<file path="config.mk">
export PLATFORM = sky130hd
export DESIGN_NAME = ucsbece154a_instr_encoder
export DESIGN_NICKNAME = d
export VERILOG_FILES = /design/src/rtl/ucsbece154a_instr_encoder.sv
export SDC_FILE = /design/constraint.sdc
export NUM_CORES = 1
export LEC_CHECK = 0
export CORE_ASPECT_RATIO = 0.7
export CORE_UTILIZATION = 40
export DETAILED_ROUTE_END_ITERATION = 10
export HOLD_SLACK_MARGIN = 0.03
export PLACE_DENSITY = 0.73
export SYNTH_ARGS = -nofsm -noshare
export SYNTH_HDL_FRONTEND = slang
export SYNTH_SLANG_ARGS = --single-unit
</file>
<file path="constraint.sdc">
create_clock -name clk -period 2 [get_ports clk]
set_input_delay 0.2 -clock clk [delete_from_list [all_inputs] [get_ports clk]]
set_output_delay 0.2 -clock clk [all_outputs]
set_load 0.02 [all_outputs]
</file>
<file path="src/rtl/ucsbece154a_instr_encoder.sv">
// rtl/ucsbece154a_instr_encoder.sv - RV32I field-form encoder that streams encoded words into imem
module ucsbece154a_instr_encoder #(
  parameter int ADDR_W = 6
) (
  input  logic              clk,
  input  logic              reset,
  input  logic              req_valid_i,
  output logic              req_ready_o,
  input  logic [3:0]        kind_i,
  input  logic [4:0]        rd_i,
  input  logic [4:0]        rs1_i,
  input  logic [4:0]        rs2_i,
  input  logic [31:0]       imm_i,
  output logic              mem_we_o,
  output logic [ADDR_W-1:0] mem_addr_o,
  output logic [31:0]       mem_wd_o,
  input  logic              mem_ready_i,
  output logic [ADDR_W:0]   count_o,
  output logic              full_o,
  output logic              err_o
);

  localparam logic [1:0] S_IDLE  = 2'd0;
  localparam logic [1:0] S_WRITE = 2'd1;
  localparam logic [1:0] S_FULL  = 2'd2;
  localparam logic [ADDR_W:0] LAST_COUNT = {1'b0, {ADDR_W{1'b1}}};

  logic [1:0]        state;
  logic [ADDR_W-1:0] addr;
  logic [ADDR_W:0]   count;
  logic [31:0]       wd;
  logic              err;
  logic              legal;
  logic [31:0]       word;
  logic [2:0]        alu_f3;
  logic              i_ok, b_ok, j_ok, u_ok;

  // An immediate fits a signed field when every bit above the field's sign bit equals that sign bit.
  assign i_ok = (imm_i[31:11] == '0) || (imm_i[31:11] == '1);
  assign b_ok = ((imm_i[31:12] == '0) || (imm_i[31:12] == '1)) && !imm_i[0];
  assign j_ok = ((imm_i[31:20] == '0) || (imm_i[31:20] == '1)) && !imm_i[0];
  assign u_ok = (imm_i[11:0] == '0);

  always_comb begin
    alu_f3 = 3'b000;
    case (kind_i)
      4'd4, 4'd9:  alu_f3 = 3'b010;
      4'd5, 4'd10: alu_f3 = 3'b110;
      4'd6, 4'd11: alu_f3 = 3'b111;
      default:     alu_f3 = 3'b000;
    endcase
  end

  always_comb begin
    legal = 1'b0;
    word  = '0;
    case (kind_i)
      4'd0: begin
        legal = i_ok;
        word  = {imm_i[11:0], rs1_i, 3'b010, rd_i, 7'b0000011};
      end
      4'd1: begin
        legal = i_ok;
        word  = {imm_i[11:5], rs2_i, rs1_i, 3'b010, imm_i[4:0], 7'b0100011};
      end
      4'd2, 4'd3, 4'd4, 4'd5, 4'd6: begin
        legal = 1'b1;
        word  = {((kind_i == 4'd3) ? 7'b0100000 : 7'b0000000), rs2_i, rs1_i, alu_f3, rd_i, 7'b0110011};
      end
      4'd7: begin
        legal = b_ok;
        word  = {imm_i[12], imm_i[10:5], rs2_i, rs1_i, 3'b000, imm_i[4:1], imm_i[11], 7'b1100011};
      end
      4'd8, 4'd9, 4'd10, 4'd11: begin
        legal = i_ok;
        word  = {imm_i[11:0], rs1_i, alu_f3, rd_i, 7'b0010011};
      end
      4'd12: begin
        legal = j_ok;
        word  = {imm_i[20], imm_i[10:1], imm_i[11], imm_i[19:12], rd_i, 7'b1101111};
      end
      4'd13: begin
        legal = u_ok;
        word  = {imm_i[31:12], rd_i, 7'b0110111};
      end
      default: begin
        legal = 1'b0;
        word  = '0;
      end
    endcase
  end

  always_ff @(posedge clk) begin
    if (reset) begin
      state <= S_IDLE;
      addr  <= '0;
      count <= '0;
      wd    <= '0;
      err   <= 1'b0;
    end else begin
      case (state)
        S_IDLE: begin
          if (req_valid_i) begin
            if (legal) begin
              wd    <= word;
              state <= S_WRITE;
            end else begin
              err <= 1'b1;
            end
          end
        end
        S_WRITE: begin
          if (mem_ready_i) begin
            addr  <= addr + 1'b1;
            count <= count + 1'b1;
            state <= (count == LAST_COUNT) ? S_FULL : S_IDLE;
          end
        end
        S_FULL: state <= S_FULL;
        default: state <= S_IDLE;
      endcase
    end
  end

  assign req_ready_o = (state == S_IDLE);
  assign mem_we_o    = (state == S_WRITE);
  assign full_o      = (state == S_FULL);
  assign mem_addr_o  = addr;
  assign mem_wd_o    = wd;
  assign count_o     = count;
  assign err_o       = err;

endmodule

</file>
==> flow_summary.json <==
{
  "tightest_slew_ns": 0.457,
  "routed-wl-met3_um": 609,
  "die_w_um": 99.2,
  "min_period_ns": 1.93,
  "utilization": 0.681,
  "cts_tree": "yes",
  "fmax_mhz": 517,
  "ys_seq_area_frac": 0.356,
  "clk_latency_ns": 0.30,
  "portBuffers": 103,
  "top_layer_used": "met4",
  "min_path_type": "input port to register",
  "final_hold_viol_count": 0,
  "cts-root-buf": "clkbuf_8",
  "grt_max_degree": 31,
  "nets": 530,
  "dieArea_mm2": 0.00695,
  "yosysTopAreaCell": "dfxtp_1",
  "area_delta_synth_final_pct": 62.3,
  "track_usage": 0.260,
  "crit_fanout": 4,
  "netlist.area_leader.share": 0.356,
  "worstSetupPathType": "input port to register",
  "ys_async_sr_fraction": 0,
  "syn_nets": 385,
  "wire_per_inst_um": 16.2,
  "rows": 24,
  "syn_area_mm2": 0.00265,
  "yosysMostFrequentCell": "a21oi_1",
  "htreeDepth": 2,
  "worstSetupStartpointType": "input port",
  "hold_ws_ns": 0.446,
  "p_per_area_mw_per_mm2": 516,
  "drtIter0Drc": 232,
  "finalWeightedCongestion": 0.939,
  "maxSlewViolCount": 0,
  "end_kind": "register",
  "drc": 0,
  "peakVddDrop_uv": 313,
  "grt.overflow.total": 0,
  "start_util": 0.419,
  "cts_sinks": 47,
  "rsz0062_at_grt": "no",
  "synthTopCellsByCount": "a21oi_1, dfxtp_1, nor2_1",
  "cts_made_buffers": 5,
  "slew_headroom": 0.695,
  "die_height_um": 70.0,
  "grt_pass1_vias": 2912,
  "synth-seq-cells": 47,
  "wl_met1_um": 4170,
  "synth_cell_types": 49,
  "wl_um": 8950,
  "ios": 104,
  "antenna_found_initial": 0,
  "dpl.hpwl_um": 7120,
  "num_antenna_cells": 0,
  "vias": 3119,
  "syn_inst": 328,
  "ys_warn_count": 0,
  "cts_buffer_depth": 2,
  "cts_hold_buf": 0,
  "synth_edf_count": 0,
  "synth_flop_cell": "dfxtp_1",
  "drive_above_1_share": 0.186,
  "grt_pass1_wl_um": 14300,
  "placeableCoreArea_mm2": 0.00631,
  "ant_nets": 0,
  "avgSynthCellArea_um2": 8.06,
  "viasPerCell": 5.65,
  "skew_ns": 0.00201,
  "fillers": 552,
  "maxCapViolations": 0,
  "dr.pass1.iters": 6,
  "synth.area.top_cells": "dfxtp_1, a21oi_1, a211oi_1",
  "clk_pin_slew_ns": 0.08,
  "cp.arrival_ns": 2.17,
  "min_period_over_period": 0.966,
  "status": "complete, no violations",
  "p_leak_uw": 0.00165,
  "wl_met2_um": 4010,
  "required_ns": 2.24,
  "setup_viol": 0
}
==> final timing paths <==
check,start,endpoint,slack [ns],depth (start not counted)
worst max-delay path,imm_i[27],mem_wd_o[14],0.07,7
worst max register to register,state[0],count_o[5],0.52,6
worst min-delay path,imm_i[21],mem_wd_o[21],0.45,3
worst min register to register,mem_wd_o[4],mem_wd_o[4],0.48,2
==> cell type report <==
class                           count  area [µm²]  area share
Clock buffer                        6        72.6      0.0169
Multi-Input combinational cell    250        1660       0.387
Tap cell                           78        97.6      0.0227
Inverter                            3        11.3     0.00262
Sequential cell                    47         941       0.219
Timing Repair Buffer              166        1500       0.349
Clock inverter                      2        12.5     0.00291
==> worst max-delay path: stages <==
cell and delay (ns):
dlygate4sd2_1 0.27, nor4_2 0.32, nand3_1 0.19, a2bb2oi_4 0.19, o311a_4 0.38, or4_1 0.50
a21oi_1 0.12
==> kinds of logic after synthesis <==
family,after synthesis,share of synthesized area
buffers and inverters,31,0.0586
DFF,47,0.356
and+or+nand+nor,110,0.220
xor gates and xnor gates,12,0.0397
adders and majority gates,3,0.0132
muxes,5,0.0199
AOI/OAI and AO/OA,120,0.292
==> through the flow <==
step	instances	total power [µW]	setup TNS (ns)	area (µm²)	worst slack, ns
after floorplan	328	1320	0	2650	0.0200
after global placement	544	1670	-11.94	4130	-0.469
after detailed placement	544	1680	-12.07	4130	-0.462
after CTS	552	2220	0	4270	0.00275
after global routing	552	2320	0	4290	0.00585
final	552	2220	0	4290	0.0673
==> what timing repair did <==
action                                  CTS  global route
setup buffers                             0             0
gates resized for setup                  32             6
pin swaps                                12             6
endpoints found under the hold margin     0             0
endpoints found under the setup margin   28            22
==> flip-flops by register name (all words and copies together), names as in the netlist <==
signal and cells:
mem_wd_o 31, count_o 7, state 2, err_o 1, mem_addr_o 6
==> per-layer routing <==
layer / vias up / GRT usage
met4: 0 / 0.0801
met5: - / 0
met1: 1461 / 0.368
met3: 16 / 0.0420
met2: 123 / 0.408
li1: 1519 / -
==> where the power goes <==
part / internal [µW] / leakage (µW) / switching (µW)
Combinational: 334 / 0.00122 / 331
Sequential: 977 / 0.000383 / 25.2
Clock: 244 / 0.0000412 / 305
==> placed cells by master, fill, tap and decap left out, types with 4 or more instances in the layout <==
master           instances
a211oi_1                20
a21oi_1                 56
a22oi_1                 11
a311oi_1                 6
buf_4                   62
clkbuf_8                 5
clkdlybuf4s50_1         79
dfxtp_1                 47
dlygate4sd2_1           21
nand2_1                 16
nand2b_1                 8
nand3_1                 10
nand4_1                 11
nor2_1                  28
nor2b_1                  5
nor3b_1                  5
nor4_1                   4
o21ai_0                 11
xnor2_1                  4
xor2_1                   8
No activity file was read; power rests on OpenSTA's default activity.
